$ cat config.mk
export PLATFORM = sky130hd
export DESIGN_NAME = number_sprite_fetch
export DESIGN_NICKNAME = d
export VERILOG_FILES = /design/src/rtl/sprite_pkg.sv /design/src/rtl/sprite_pos_shadow.sv /design/src/rtl/number_sprite_fetch.sv
export SDC_FILE = /design/constraint.sdc
export NUM_CORES = 1
export LEC_CHECK = 0
export CAP_MARGIN = 30
export CORE_MARGIN = 4
export CORE_UTILIZATION = 53
export DETAILED_ROUTE_END_ITERATION = 10
export PLACE_DENSITY_LB_ADDON = 0.1
export SYNTH_ARGS = -nofsm -noshare
export SYNTH_HDL_FRONTEND = slang
export SYNTH_SLANG_ARGS = --single-unit
$ cat constraint.sdc
create_clock -name i_clk2 -period 4.3 [get_ports i_clk2]
set_input_delay 0.86 -clock i_clk2 [delete_from_list [all_inputs] [get_ports i_clk2]]
set_output_delay 0.86 -clock i_clk2 [all_outputs]
set_load 0.01 [all_outputs]
$ cat src/rtl/sprite_pkg.sv
// +----------------------------------------------------------------------+
// | sprite_pkg : shared constants and types for the digit sprite fetch   |
// | Revision   : 1.0                                                     |
// +----------------------------------------------------------------------+
`default_nettype none

package sprite_pkg;
  localparam int SPRITE_W = 20;
  localparam int SPRITE_H = 20;
  localparam int SPRITE_ADDR_W = 10;
  localparam logic [7:0] KEY_COLOUR = 8'h00;

  // Scan-minus-position offset; 11 bits signed so 0..639 minus 0..639 never wraps.
  typedef logic signed [10:0] coord_off_t;
endpackage

`default_nettype wire

$ cat src/rtl/sprite_pos_shadow.sv
// +----------------------------------------------------------------------+
// | sprite_pos_shadow : shadowed sprite position, applied at frame start |
// | Revision          : 1.0                                              |
// +----------------------------------------------------------------------+
`default_nettype none

module sprite_pos_shadow #(
  parameter logic [9:0] RST_X = 10'd310,
  parameter logic [9:0] RST_Y = 10'd230
) (
  input  logic       clk,
  input  logic       rst_n,
  input  logic       frame_start,
  input  logic       pos_load,
  input  logic [9:0] req_x,
  input  logic [9:0] req_y,
  output logic [9:0] pos_x,
  output logic [9:0] pos_y
);

  logic [9:0] pend_x, pend_y;
  logic       pend;
  logic [9:0] pend_x_nxt, pend_y_nxt, pos_x_nxt, pos_y_nxt;
  logic       pend_nxt;

  // A load landing on the frame-start cycle bypasses the shadow entirely.
  always_comb begin
    pend_x_nxt = pend_x;
    pend_y_nxt = pend_y;
    pend_nxt   = pend;
    pos_x_nxt  = pos_x;
    pos_y_nxt  = pos_y;
    if (frame_start) begin
      pend_nxt = 1'b0;
      if (pos_load) begin
        pos_x_nxt = req_x;
        pos_y_nxt = req_y;
      end else if (pend) begin
        pos_x_nxt = pend_x;
        pos_y_nxt = pend_y;
      end
    end else if (pos_load) begin
      pend_x_nxt = req_x;
      pend_y_nxt = req_y;
      pend_nxt   = 1'b1;
    end
  end

  always_ff @(posedge clk or negedge rst_n) begin
    if (!rst_n) begin
      pend_x <= '0;
      pend_y <= '0;
      pend   <= 1'b0;
      pos_x  <= RST_X;
      pos_y  <= RST_Y;
    end else begin
      pend_x <= pend_x_nxt;
      pend_y <= pend_y_nxt;
      pend   <= pend_nxt;
      pos_x  <= pos_x_nxt;
      pos_y  <= pos_y_nxt;
    end
  end

endmodule

`default_nettype wire

$ cat src/rtl/number_sprite_fetch.sv
// +----------------------------------------------------------------------+
// | number_sprite_fetch : digit ROM address generator and pixel stage    |
// | Revision            : 1.0                                            |
// +----------------------------------------------------------------------+
`default_nettype none

module number_sprite_fetch #(
  parameter int         SPRITE_W = sprite_pkg::SPRITE_W,
  parameter int         SPRITE_H = sprite_pkg::SPRITE_H,
  parameter logic [7:0] KEY      = sprite_pkg::KEY_COLOUR,
  parameter logic [9:0] RST_X    = 10'd310,
  parameter logic [9:0] RST_Y    = 10'd230
) (
  input  logic       i_clk2,
  input  logic       i_rst_n,
  input  logic [9:0] i_x,
  input  logic [9:0] i_y,
  input  logic       i_active,
  input  logic       i_frame_start,
  input  logic [9:0] i_pos_x,
  input  logic [9:0] i_pos_y,
  input  logic       i_pos_load,
  output logic [9:0] o_numberaddr,
  input  logic [7:0] i_numberdata,
  output logic [7:0] o_pixel,
  output logic       o_pixel_valid
);

  import sprite_pkg::*;

  logic [9:0] pos_x, pos_y;

  sprite_pos_shadow #(
    .RST_X(RST_X),
    .RST_Y(RST_Y)
  ) u_pos_shadow (
    .clk        (i_clk2),
    .rst_n      (i_rst_n),
    .frame_start(i_frame_start),
    .pos_load   (i_pos_load),
    .req_x      (i_pos_x),
    .req_y      (i_pos_y),
    .pos_x      (pos_x),
    .pos_y      (pos_y)
  );

  coord_off_t                dx, dy;
  logic                      inbox_c;
  logic [SPRITE_ADDR_W-1:0]  addr_c;
  logic                      inbox, inbox_d;
  logic                      opaque;

  always_comb begin
    dx      = coord_off_t'({1'b0, i_x}) - coord_off_t'({1'b0, pos_x});
    dy      = coord_off_t'({1'b0, i_y}) - coord_off_t'({1'b0, pos_y});
    inbox_c = i_active && !dx[10] && !dy[10]
              && (dx < coord_off_t'(SPRITE_W)) && (dy < coord_off_t'(SPRITE_H));
    // dy*20 as two shifts; only meaningful (and <= 399) when inbox_c is set.
    addr_c  = (dy[9:0] << 4) + (dy[9:0] << 2) + dx[9:0];
    opaque  = (i_numberdata != KEY);
  end

  always_ff @(posedge i_clk2 or negedge i_rst_n) begin
    if (!i_rst_n) begin
      o_numberaddr  <= '0;
      inbox         <= 1'b0;
      inbox_d       <= 1'b0;
      o_pixel       <= '0;
      o_pixel_valid <= 1'b0;
    end else begin
      o_numberaddr  <= inbox_c ? addr_c : '0;
      inbox         <= inbox_c;
      inbox_d       <= inbox;
      o_pixel_valid <= inbox_d && opaque;
      o_pixel       <= (inbox_d && opaque) ? i_numberdata : 8'h00;
    end
  end

endmodule

`default_nettype wire

# [Yosys cells after proc, flatten, opt, wreduce, memory -nomap -nowiden]
# Index checks and enable logic that the tools add are counted.
[totals] reg_bits=62 in_bits=53 wordCells=37
[classes] addsub=4 n_lt_le_gt_ge=2 muxes=8 bitwise_logic=1 reduce_logical=12
[op_table] operator="10-bit 2-to-1 mux" n=5
[op_table] operator="11-bit by 6-bit less-than comparator with 1-bit output (second input constant)" n=2
[op_table] operator="10-bit by 10-bit subtractor with 11-bit output" n=2
[op_table] operator="10-bit adder" n=2
[op_table] operator="8-bit 2-to-1 mux" n=1
[op_table] operator="8-bit nonzero test" n=1
[op_table] operator="1-bit logical AND" n=5
[op_table] operator="2-bit AND reduction" n=2
[op_table] operator="2-bit nonzero test" n=2
[op_table] operator="1-bit logical NOT" n=2
[op_table] operator="1-bit 2-to-1 mux" n=2
[op_table] operator="1-bit inverter" n=1

# [Longest topological paths before layout]
[depth] depth_word=7 ltp_mapped=16 mapped_depth_nobuf=16

# [Modules after synthesis]
# From an unflattened synthesis, not the netlist that was laid out.
[hier_totals] hier_cells=379 area_unflattened_um2=3891.2
[by_module_without_submodules] module="number_sprite_fetch" instances=1 cells_each=241 area_per_inst_um2=2168.3 seq_area_each_um2=525.5
[by_module_without_submodules] module="sprite_pos_shadow" instances=1 cells_each=138 area_per_inst_um2=1722.9 seq_area_each_um2=1038.5

# [Worst setup path after synthesis]
# OpenSTA, ideal clock, no wires.
[synth_path] path_type="input -> register" from="input port i_x[0]" to="register o_numberaddr[9]" setup_ps=88 t_arrival_ps=3890 setup_slack_ps=322 stages=16 n_path_buf=0 path_cell_list="inv_1 -> ha_1 -> inv_1 -> fa_1 -> a21o_1 -> a21oi_1 -> xor2_1 -> fa_1 -> inv_1 -> fa_1 -> a21o_1 -> a21oi_1 -> o21ai_0 -> xnor2_1 -> xnor2_1 -> nor3b_1"
[synth_via] elab_chain_len=7
[synth_rtl] item="start: declaration" line="number_sprite_fetch.sv:16" source="input logic [9:0] i_x,"
[synth_rtl] item="10-bit by 10-bit subtractor with 11-bit output *" line="number_sprite_fetch.sv:54" source="dx = coord_off_t'({1'b0, i_x}) - coord_off_t'({1'b0, pos_x});"
[synth_rtl] item="parallel branches: the longest is 5 deep, another holds 11-bit by 6-bit less-than comparator with 1-bit output"
[synth_rtl] item="10-bit 2-to-1 mux *" line="number_sprite_fetch.sv:71" source="o_numberaddr <= inbox_c ? addr_c : '0;"
[synth_rtl] item="end signal: assignment" line="number_sprite_fetch.sv:71"
[synth_rtl] item="end: declaration" line="number_sprite_fetch.sv:23" source="output logic [9:0] o_numberaddr,"
# Mark *: on every way between the ends.
# A chain may end at the register's enable or synchronous reset.

# [Final worst setup path]
[layout_path] from="input port i_x[0]" to="register o_numberaddr[8]"
# Same word-level chain as after synthesis.

==> results.md <==
- Outcome: complete, no violations
- Net Count, Synth: 459
- Uppermost layer routed: met4
- Synth Cell Area: 3820 µm²
- Synth Area in Compound Gates: 0.116
- Slew HR: 0.505
- XOR/XNOR share of the synthesized area: 0.0436
- Core area: 6910 µm²
- Detailed Place HPWL: 6100 µm
- CTS sink cnt: 62
- Vias: 2923
- R2R cell count: 15
- Worst Max-Slew Pin Slew: 0.741 ns
- Met3 WL post-DR: 377 µm
- DR WL met2: 3930 µm
- DR iter-0 viols: 134
- DR pass1 iterations: 5
- Clock tree buffer depth: 2
- Via density per instance: 5.19
- Count of flip-flops with a built-in enable after synthesis: 0
- Htree depth: 3
- Clk_lat worst skew: 0.34 ns
- Final core occ: 0.720
- Post-Synth Adder-Cell Area: 0.130
- Hold Path Class: flop to flop
- Largest family of logic cells by synthesized area: simple AND/OR/NAND/NOR gates
- Hold depth: 0
- Fraction of synthesized area in multiplexers: 0.117
- Number of remaining DRC errors: 0
- Final WL: 7720 µm
- # IOs: 72
- Ratio of cells with drive above 1 in the final layout: 0.173
- Syn_area_per_cell: 10.3 µm²
- M1 wire length: 3370 µm
- Synth Flop Type: dfrtp_1
- Pwr per Cell Area: 524 nW/µm²
- Total power: 0.00261 W
- Simple-gate share of the synthesized area: 0.134
- Setup TNS: 0 ns
- # rows: 30
- Register bit total from synthesis: 62
- Peak supply drop: 289 µV
- Tmin final: 4.14 ns
- Synth top area cells: dfrtp_1 (34%), ha_1 (9.8%), dfstp_2 (6.9%), mux2_2 (6.2%), mux2i_1 (5.5%)
- Crit end category: flop
- RSZ-0062 raised after global routing: no
- Setup violators final: 0
- Initial core utilization: 0.553
- Placed cell area: 4760 µm²
- Clk root buf: clkbuf_8
- CP Data Arrival Time: 4.37 ns
- CTS tree: yes
- CP Data Required Time: 4.53 ns
- Yosys cell types: 46
- Die Width: 92.9 µm
- Vias in the first global route: 2940
- Diode count: 0
- Largest net degree at the start of global routing: 41
- Maxcap violations: 0
- Post-route clock period utilization: 0.963
- Crit-path max FO: 2
- Die area: 8630 µm²
- Syn. warnings: 0
- Reg clk slew, reported paths: 0.07 ns
- Avg WL per Cell: 13.7 µm
- Final Cell Area: 4970 µm²
- Grt total ovfl: 0
- Placer Congestion: 0.884
- WS Path Type: input pin to flop
- Area growth syn-to-layout: 30.2%
- Final Hold Fails: 0
- Slew Limit Fails: 0
- Hold_buf cts: 0
- Gate Count Post-Synth: 370
- Placed cells: 547
- Die Y: 92.9 µm
- PortBufs: 71
- Routed Antenna Nets: 0
- Worst Skew: 0.0112 ns
- Fmax: 242 MHz
- Asr flop ratio synth: 1.00
- TritonCTS Buffers: 9
- Top cell type's share of synthesized area: 0.341
- Type of origin of the critical path: input pin
- Finished Layout Cells: 563
- Total Routing Usage GR: 0.191
- Initial antenna violation count: 0
- Layout Nets: 551
- Sequential area share after synthesis: 0.410
- P_leak: 2.29 nW
- Largest area contributor in the netlist: dfrtp_1
- First-pass GRT wire length: 13000 µm
critical path: stages:
cell	delay, ns
clkdlybuf4s50_1	0.40
inv_1	0.06
ha_1	0.15
inv_1	0.05
fa_1	0.38
a21o_1	0.19
a21oi_1	0.19
xor2_1	0.14
fa_1	0.55
inv_1	0.06
buf_4	0.13
ha_1	0.27
a21o_1	0.15
a21o_1	0.18
a21o_1	0.17
a21oi_1	0.18
xor2_1	0.20
nor3_2	0.05
registers in the layout, summed over array words and instances, names as in the netlist:
signal / flops
o_pixel: 8
inbox_d: 1
u_pos_shadow.pos_y: 10
u_pos_shadow.pend_x: 10
o_numberaddr: 10
u_pos_shadow.pos_x: 10
u_pos_shadow.pend_y: 10
u_pos_shadow.pend: 1
inbox: 1
o_pixel_valid: 1
per-stage QoR:
step           hold slack [ns]  setup slack, ns
5_1_grt                  0.374          0.00266
6_report                 0.361            0.160
2_1_floorplan            0.331            0.322
3_3_place_gp             0.335           -0.151
4_1_cts                  0.359           0.0888
3_5_place_dp             0.351           -0.194
path summary, 6_finish.rpt:
check / endpoint / start / slack, ns
worst max-delay path: o_numberaddr[8] / i_x[0] / 0.16
worst min-delay path: inbox_d / inbox / 0.36
worst max register to register: o_numberaddr[8] / u_pos_shadow.pos_x[1] / 0.66
worst min register to register: inbox_d / inbox / 0.36
max in group asynchronous: u_pos_shadow.pos_y[1] / i_rst_n / 2.84
min in group asynchronous: o_numberaddr[4] / i_rst_n / 0.56
synth_stat cells, types with 3 or more instances:
cell / instances
nor3_2: 5
mux2_2: 21
nor3b_2: 4
nand2_1: 26
nand2b_1: 4
nor4_1: 3
dfstp_2: 10
xor2_1: 7
dfrtp_1: 52
and3_1: 3
ha_1: 30
clkbuf_1: 8
mux2i_1: 21
and2_1: 8
nand3_1: 3
nor2_1: 16
inv_1: 38
nor3_1: 6
fa_1: 6
nor3b_1: 3
nor2b_1: 4
o21ai_0: 30
xnor2_1: 12
a21oi_1: 15
a21o_1: 8
per-layer routing:
| metal | global-route usage | up-vias |
|---|---|---|
| met5 | 0 | - |
| met4 | 0.0574 | 0 |
| met3 | 0.0487 | 5 |
| met2 | 0.330 | 65 |
| met1 | 0.234 | 1382 |
| li1 | - | 1471 |
cell families (layout without fill, tap and decap cells):
| group | count (synthesis) | count (layout) |
|---|---|---|
| AO/OA/AOI/OAI | 71 | 71 |
| XOR/XNOR | 19 | 19 |
| adder cells (fa/ha/maj) | 36 | 36 |
| buffers and inverters | 49 | 146 |
| flip-flops | 62 | 62 |
| multiplexers | 42 | 42 |
| AND/OR/NAND/NOR | 91 | 91 |
power breakdown:
part | leakage (nW) | switching, W | internal [W] | total, W
sequential | 0.769 | 0.0000319 | 0.000656 | 0.000688
clock | 0.101 | 0.000226 | 0.000326 | 0.000552
combinational | 1.42 | 0.000658 | 0.000709 | 0.00137
total | 2.29 | 0.000916 | 0.00169 | 0.00261
cell type report:
type / count / area (µm²)
Clock inverter: 4 / 72.6
Sequential cell: 62 / 1560
Clock buffer: 12 / 135
Tap cell: 96 / 120
Inverter: 38 / 143
Fill cell: 574 / 1930
Multi-Input combinational cell: 259 / 2080
Timing Repair Buffer: 92 / 863
timing repair:
item                                    in CTS  in global routing
gates resized for setup                      0                  2
buffers inserted                             0                  0
endpoints found under the setup margin       0                  1
cells in the final DEF, fill, tap and decap left out, types with 3 or more instances in the layout:
| cell | n |
|---|---|
| nor3_2 | 5 |
| and2_1 | 8 |
| clkdlybuf4s50_1 | 70 |
| dfstp_2 | 10 |
| nor4_1 | 3 |
| mux2_2 | 21 |
| a21oi_1 | 14 |
| dfrtp_1 | 52 |
| clkbuf_1 | 3 |
| nor3_1 | 6 |
| nor2_1 | 16 |
| xor2_1 | 7 |
| nor3b_2 | 5 |
| and3_1 | 3 |
| o21ai_0 | 29 |
| nor2b_1 | 4 |
| xnor2_1 | 12 |
| inv_1 | 38 |
| fa_1 | 6 |
| buf_4 | 21 |
| a21o_1 | 8 |
| nand2_1 | 26 |
| clkbuf_8 | 9 |
| ha_1 | 30 |
| nand3_1 | 3 |
| mux2i_1 | 21 |
| nand2b_1 | 4 |
No activity file was read; power rests on OpenSTA's default activity.
